[config.mk]
export PLATFORM = sky130hd
export DESIGN_NAME = alu_decoder_cond
export DESIGN_NICKNAME = d
export VERILOG_FILES = /design/src/rtl/alu_decoder_cond.sv
export SDC_FILE = /design/constraint.sdc
export NUM_CORES = 1
export LEC_CHECK = 0
export CAP_MARGIN = 20
export CORE_AREA = 4 4 46 48
export DETAILED_ROUTE_END_ITERATION = 8
export DIE_AREA = 0 0 50 52
export MAX_ROUTING_LAYER = met4
export PLACE_DENSITY = 0.88
export SETUP_SLACK_MARGIN = 0.4
export SLEW_MARGIN = 20
export SYNTH_ARGS = -nofsm -noshare
export SYNTH_HDL_FRONTEND = slang
export SYNTH_SLANG_ARGS = --single-unit
[constraint.sdc]
create_clock -name clk -period 2.8 [get_ports clk]
set_clock_uncertainty 0.15 [all_clocks]
set_input_delay 0.28 -clock clk [delete_from_list [all_inputs] [get_ports clk]]
set_output_delay 0.28 -clock clk [all_outputs]
set_load 0.005 [all_outputs]
[src/rtl/alu_decoder_cond.sv]
// rtl/alu_decoder_cond.sv - ALU control decode, NZCV flag register and condition-gated write enables
module alu_decoder_cond #(
    parameter int FLAG_W = 4
) (
    input  logic              clk,
    input  logic              reset,
    input  logic              instr_valid,
    input  logic [1:0]        Op,
    input  logic [5:0]        Funct,
    input  logic [1:0]        Sh,
    input  logic [3:0]        Cond,
    input  logic [FLAG_W-1:0] ALUFlags,
    input  logic              RegW,
    input  logic              MemW,
    input  logic              PCS,
    output logic [3:0]        ALUControl,
    output logic              NoWrite,
    output logic              CondEx,
    output logic [FLAG_W-1:0] Flags,
    output logic              RegWrite,
    output logic              MemWrite,
    output logic              PCSrc
);

    logic [FLAG_W-1:0] r_flags;
    logic [3:0]        w_cmd;
    logic              w_s;
    logic              w_fw_nz;
    logic              w_fw_cv;
    logic              w_n, w_z, w_c, w_v;
    logic              w_upd_nz;
    logic              w_upd_cv;
    logic              w_unused;

    assign w_cmd    = Funct[4:1];
    assign w_s      = Funct[0];
    assign w_unused = Funct[5];

    always_comb begin
        ALUControl = 4'b0000;
        NoWrite    = 1'b0;
        w_fw_nz    = 1'b0;
        w_fw_cv    = 1'b0;
        case (Op)
            2'b00: begin
                case (w_cmd)
                    4'b0100: begin ALUControl = 4'b0000; w_fw_nz = w_s; w_fw_cv = w_s; end
                    4'b0010: begin ALUControl = 4'b0001; w_fw_nz = w_s; w_fw_cv = w_s; end
                    4'b0000: begin ALUControl = 4'b0010; w_fw_nz = w_s; end
                    4'b1100: begin ALUControl = 4'b0011; w_fw_nz = w_s; end
                    4'b0001: begin ALUControl = 4'b0100; w_fw_nz = w_s; end
                    // CMP always writes flags, regardless of the S bit
                    4'b1010: begin
                        ALUControl = 4'b0001;
                        NoWrite    = 1'b1;
                        w_fw_nz    = 1'b1;
                        w_fw_cv    = 1'b1;
                    end
                    4'b1101: begin
                        w_fw_nz = w_s;
                        case (Sh)
                            2'b00:   ALUControl = 4'b0101;
                            2'b01:   ALUControl = 4'b0110;
                            2'b10:   ALUControl = 4'b0111;
                            default: ALUControl = 4'b1000;
                        endcase
                    end
                    default: NoWrite = 1'b1;
                endcase
            end
            2'b11:   NoWrite = 1'b1;
            default: NoWrite = 1'b0;
        endcase
    end

    // Condition is judged against the architectural flags, not this cycle's ALU result
    assign w_n = r_flags[3];
    assign w_z = r_flags[2];
    assign w_c = r_flags[1];
    assign w_v = r_flags[0];

    always_comb begin
        CondEx = 1'b0;
        case (Cond)
            4'b0000: CondEx = w_z;
            4'b0001: CondEx = ~w_z;
            4'b0010: CondEx = w_c;
            4'b0011: CondEx = ~w_c;
            4'b0100: CondEx = w_n;
            4'b0101: CondEx = ~w_n;
            4'b0110: CondEx = w_v;
            4'b0111: CondEx = ~w_v;
            4'b1000: CondEx = w_c & ~w_z;
            4'b1001: CondEx = ~w_c | w_z;
            4'b1010: CondEx = (w_n == w_v);
            4'b1011: CondEx = (w_n != w_v);
            4'b1100: CondEx = ~w_z & (w_n == w_v);
            4'b1101: CondEx = w_z | (w_n != w_v);
            4'b1110: CondEx = 1'b1;
            default: CondEx = 1'b0;
        endcase
    end

    assign w_upd_nz = instr_valid & CondEx & w_fw_nz;
    assign w_upd_cv = instr_valid & CondEx & w_fw_cv;

    assign RegWrite = RegW & CondEx & ~NoWrite & instr_valid;
    assign MemWrite = MemW & CondEx & instr_valid;
    assign PCSrc    = PCS & CondEx & instr_valid;
    assign Flags    = r_flags;

    always_ff @(posedge clk) begin
        if (reset) begin
            r_flags <= '0;
        end else begin
            if (w_upd_nz) r_flags[3:2] <= ALUFlags[3:2];
            if (w_upd_cv) r_flags[1:0] <= ALUFlags[1:0];
        end
    end

endmodule

==> flow_summary.toml, run 1 <==
[outcome]
status = "finished, final reports clean"

[global_route]
grt_usage_pct = 14.7
grt_pass1_wl_mm = 2.97
grt_max_degree = 9
overflow = 0
antenna_found_initial = 0
grt_pass1_vias = 742

[worst_setup_path]
endpoint_kind = "output port"
path_class = "in -> out"
crit_buf_inv = 3
critPathSlowestCell = "clkdlybuf4s15_1"
cp_data_arrival_time_ns = 1.92
start_kind = "input pin"
required_ns = 2.37
crit_chain = "clkdlybuf4s15_1 > mux2i_1 > xnor2_1 > a211oi_2 > o311ai_4 > buf_4 > and4b_1 > dlygate4sd2_1"
critical_path.max_fanout = 6
slowest_delay_ns = 0.27
cpLargestDelayFamily = "buffers and inverters"
reg2reg_slack_ns = 0.90

[synth]
ys_seq_elements = 4
synth_top_area_share_pct = 11.9
synthMuxAreaShare_pct = 7.45
avgSynthCellArea_sq_um = 7.38
yosysSeqAreaShare_pct = 11.9
synth-simple-area-share_pct = 37.6
yosysUniqueCellTypes = 36
syn_area_sq_um = 672
synth_xor_area_share_pct = 6.52
synth_nets = 120
synth-compound-area-share_pct = 20.9
syn_inst = 91
ys_top_cells_by_area = "dfxtp_1 12%, ha_1 9.3%, nand2b_1 8.4%, mux2i_1 7.4%, xnor2_1 5.2%"
synth_top_family_by_area = "simple AND/OR/NAND/NOR gates"
synth_fa_ha_area_share_pct = 9.31
ys_warn_count = 0
yosysTopAreaCell = "dfxtp_1"

[timing]
tns_ns = 0
finalSetupViolCount = 0
timing.final.crit_share_pct = 84.0
grt_setup_unrepaired = "true"
tightest_slew_ns = 0.345
finalMaxSlewViolations = 0
finalCriticalPeriod_ns = 2.35
relSlewSlack_pct = 76.6
fmax_ghz = 0.425
setup_slack_ns = 0.447
hold_viol = 0

[power]
total_power_mw = 0.243
leakage_nw = 0.551
power_density_nw_per_um2 = 211
ir_worst_vdd_mv = 0.294

[detailed_routing]
drc = 0
wirelength_mm = 1.85
antenna_left = 0
drtPass1Iterations = 4
via_per_inst = 4.86
drt_iter0_markers = 7
vias = 763
wl_per_cell_um = 11.8

[placement]
globalplace.congestion = 0.845
pre_cts_ws_ns = -0.0269
port_buffers = 35
hpwl_mm = 1.58
place_area_sq_um = 1070

[floorplanning]
die_w_um = 50
dieArea_sq_um = 2600
placementRows = 15
io_pins = 37
die_h_um = 52
start_util_pct = 39.3
design.core.area_sq_um = 1710

[clock_network]
cts_sinks = 4
cts_buffer_depth = 2
clk_latency_ns = 0.23
cts_tree = "yes"
clk_pin_slew_ns = 0.04
clockRootBuffer = "clkbuf_4"
h-tree-depth = 1
ctsHoldBuffers = 0
numCtsBuffers = 3

[cells_and_area]
multi_input_area_sq_um = 573
syn_to_final_growth_pct = 70.8
final_nets = 163
diodes = 0
final_common_cell = "clkdlybuf4s50_1"
seq_area_sq_um = 83.8
utilization_pct = 67.2
finish.instance_area_sq_um = 1150
largest_reg_flops = 4
drive_gt1_share_pct = 15.9
nFillCells = 142
final_cell_mix = "22 x clkdlybuf4s50_1, 9 x inv_1, 9 x nand2b_1"

[run]
drv_cap = 0

[min_path]
hp-class = "reg -> reg"
-- metrics by stage --
stage,hold WS (ns),instances
global placement,0.357,153
finish,0.368,157
CTS,0.388,157
global route,0.399,157
floorplan,0.281,91
detailed placement,0.370,153
-- cells in the mapped netlist --
cell	instances
nand2_1	4
ha_1	5
o311ai_4	1
o21ai_0	3
and4b_1	1
and3_1	2
nand2b_1	9
xor2_1	1
clkbuf_1	1
nand3_1	1
or2_0	1
nor2_1	8
nor4b_1	1
mux2i_1	5
inv_1	9
a22oi_1	1
nor3_1	1
nand3_2	1
and2_1	3
o21a_1	1
a211oi_1	1
nand3b_1	2
and3b_1	1
o21ai_1	2
nor3b_1	1
xnor2_1	4
dfxtp_1	4
nor2b_1	4
a21oi_1	6
o211ai_1	1
a2bb2oi_1	1
buf_2	1
nor4_1	1
a211oi_2	1
nand4_2	1
o21bai_1	1
-- what timing repair did --
item / in CTS / in global routing
buffers inserted: 1 / 0
setup endpoints to repair: 5 / 5
pin swaps: 5 / 2
resized for setup: 9 / 16
-- where the power goes --
part           internal [mW]  switching, mW  total [mW]  leakage (nW)
registers             0.0577       0.000570      0.0583        0.0338
logic                 0.0671         0.0484       0.116         0.503
clock network         0.0478         0.0209      0.0687        0.0138
-- metal layers --
layer,share of wire [%],global-route usage [%]
met1,41,15.4
met2,55,28.0
met3,2.6,2.58
met4,1.0,4.15
met5,0,-
-- final cells by class --
type	count	area share [%]
Tap cell	25	2.73
Inverter	9	2.94
Multi-Input combinational cell	76	49.9
Clock buffer	3	1.96
Timing Repair Buffer	40	35.1
Sequential cell	4	7.31
-- path summary, 6_finish.rpt --
kind | end | cells after the start | start
worst max register to register | Flags[3]$_SDFFE_PP0P_ | 8 | Flags[1]$_SDFFE_PP0P_
worst min-delay path | Flags[2]$_SDFFE_PP0P_ | 2 | Flags[2]$_SDFFE_PP0P_
worst min register to register | Flags[2]$_SDFFE_PP0P_ | 2 | Flags[2]$_SDFFE_PP0P_
worst max-delay path | RegWrite | 8 | Cond[2]
-- logic make-up (layout without fill, tap and decap cells) --
kind of cell    after synthesis  in the layout
flops                         4              4
mux                           5              5
xor+xnor                      5              5
compound gates               19             19
buf+inv                      11             52
fa+ha+maj                     5              5
simple gates                 42             42
-- worst register-to-register path, stage by stage, from the launching register on --
cell,delay [ns]
dfxtp_1,0.38
nor2b_2,0.19
a22oi_2,0.09
xor2_1,0.17
o311ai_4,0.26
buf_4,0.17
buf_4,0.11
nand4_2,0.12
mux2i_1,0.14
Note: power is estimated with default switching activity, not from simulation.
==> run 2: changes to the inputs <==
CORE_AREA = 4 4 48 50   (was 4 4 46 48)
DIE_AREA = 0 0 52 54   (was 0 0 50 52)
PLACE_DENSITY = 0.82   (was 0.88)
clock period = 2.25 ns   (was 2.8 ns; I/O delays follow)
==> flow_summary.toml, run 2 (synthesis results as in run 1) <==
[detailed_routing]
via_per_inst = 4.78
wirelength_mm = 2.27
vias = 846
drtPass1Iterations = 3
wl_per_cell_um = 12.8
drc = 0
drt_iter0_markers = 2
antenna_left = 0

[cells_and_area]
syn_to_final_growth_pct = 89.8
diodes = 0
multi_input_area_sq_um = 604
final_nets = 181
largest_reg_flops = 4
drive_gt1_share_pct = 35.3
final_cell_mix = "18 x buf_4, 14 x clkdlybuf4s50_1, 12 x dlygate4sd2_1"
final_common_cell = "buf_4"
fin_cells = 177
seq_area_sq_um = 86.3
nFillCells = 156
finish.instance_area_sq_um = 1270

[worst_setup_path]
cp_data_arrival_time_ns = 1.75
required_ns = 1.88
path_class = "reg -> out"
start_kind = "flop"
critical_path.max_fanout = 3
endpoint_kind = "output port"
r2r-end = "Flags[2]$_SDFFE_PP0P_"
worstReg2RegStart = "Flags[1]$_SDFFE_PP0P_"
startpoint = "Flags[1]$_SDFFE_PP0P_"
reg2reg_slack_ns = 0.26
rr_worst_depth = 10

[floorplanning]
placementRows = 16
die_w_um = 52
design.core.area_sq_um = 1900
io_pins = 37
dieArea_sq_um = 2810
start_util_pct = 35.3
die_h_um = 54

[min_path]
hp-class = "reg -> reg"
hold_end = "Flags[0]$_SDFFE_PP0P_"
hold_depth = 2
hold_start = "Flags[0]$_SDFFE_PP0P_"

[power]
leakage_nw = 0.611
power_density_nw_per_um2 = 265
total_power_mw = 0.337
ir_worst_vdd_mv = 0.285

[clock_network]
clk_latency_ns = 0.24
cts_buffer_depth = 2
h-tree-depth = 1
cts_sinks = 4
cts_tree = "yes"
clockRootBuffer = "clkbuf_4"
ctsHoldBuffers = 0
clk_pin_slew_ns = 0.04
numCtsBuffers = 3

[run]
drv_cap = 0

[timing]
tightest_slew_ns = 0.321
finalSetupViolCount = 0
finalMaxSlewViolations = 0
relSlewSlack_pct = 78.3
hold_viol = 0
grt_setup_unrepaired = "true"
finalCriticalPeriod_ns = 2.13
timing.final.crit_share_pct = 94.5
setup_slack_ns = 0.123
fmax_ghz = 0.470

[global_route]
grt_max_degree = 9
grt_usage_pct = 17.9
antenna_found_initial = 0
grt_pass1_vias = 894
overflow = 0
grt_pass1_wl_mm = 3.74

[placement]
place_area_sq_um = 1200
pre_cts_ws_ns = -0.430
globalplace.congestion = 0.892
port_buffers = 35
hpwl_mm = 1.72
dp.cells = 171

[outcome]
status = "finished, final reports clean"
run 2: changes by cell type in the layout (fill, tap and decap cells not counted), sizes merged:
cell	previous run	this run
buf	5	28
dlymetal6s2s	6	0
dlygate4sd2	6	12
clkdlybuf4s15	1	0
clkdlybuf4s50	22	14
clkbuf	3	7
run 2: worst max-delay path by stage:
stage,depth (start not counted),slack (ns),endpoint
after global placement,7,-0.35,RegWrite
after detailed placement,7,-0.43,RegWrite
after CTS,7,0.09,RegWrite
final,8,0.12,RegWrite
after floorplan,5,0.48,RegWrite
after global routing,7,0.05,RegWrite
run 2: timing repair:
item	4_1_cts	5_1_grt
hold endpoints to repair	0	0
resized for setup	55	11
endpoints found under the setup margin	13	10
buffers inserted	3	0
pin swaps	15	7
run 2: layer usage:
layer | part of all wire, % | GRT usage [%] | wire, um | up-vias
met5 | 0 | - | 0 | -
met4 | 2.8 | 6.55 | 63 | 0
met3 | 5.6 | 3.05 | 127 | 9
met2 | 49 | 31.8 | 1120 | 31
met1 | 42 | 20.0 | 955 | 377
li1 | - | - | - | 429
run 2: cell type report:
type / instances / area share, %
timing repair buffer: 58 / 38.8
multi-input combinational: 76 / 47.4
tap: 27 / 2.65
inverter: 9 / 2.65
sequential: 4 / 6.77
clock buffer: 3 / 1.77
run 2: per-stage QoR:
stage / hold slack [ns] / setup TNS, ns / util, %
floorplan: 0.226 / 0 / -
global placement: 0.383 / -1.36 / 63.0
detailed placement: 0.405 / -2.00 / 63.0
CTS: 0.381 / 0 / 67.2
global route: 0.404 / 0 / 67.0
finish: 0.389 / 0 / 67.0
run 2: where the power goes:
part	switching, mW	internal (mW)
Sequential	0.000543	0.0706
Combinational	0.0730	0.102
Clock	0.0315	0.0598
Total	0.105	0.232
run 2: critical path, stage by stage (launching register included):
cell,delay (ns)
dfxtp_1,0.30
buf_4,0.15
xnor2_2,0.14
nor4_2,0.06
a211oi_2,0.27
o311ai_4,0.14
buf_4,0.17
and4b_1,0.17
buf_2,0.12
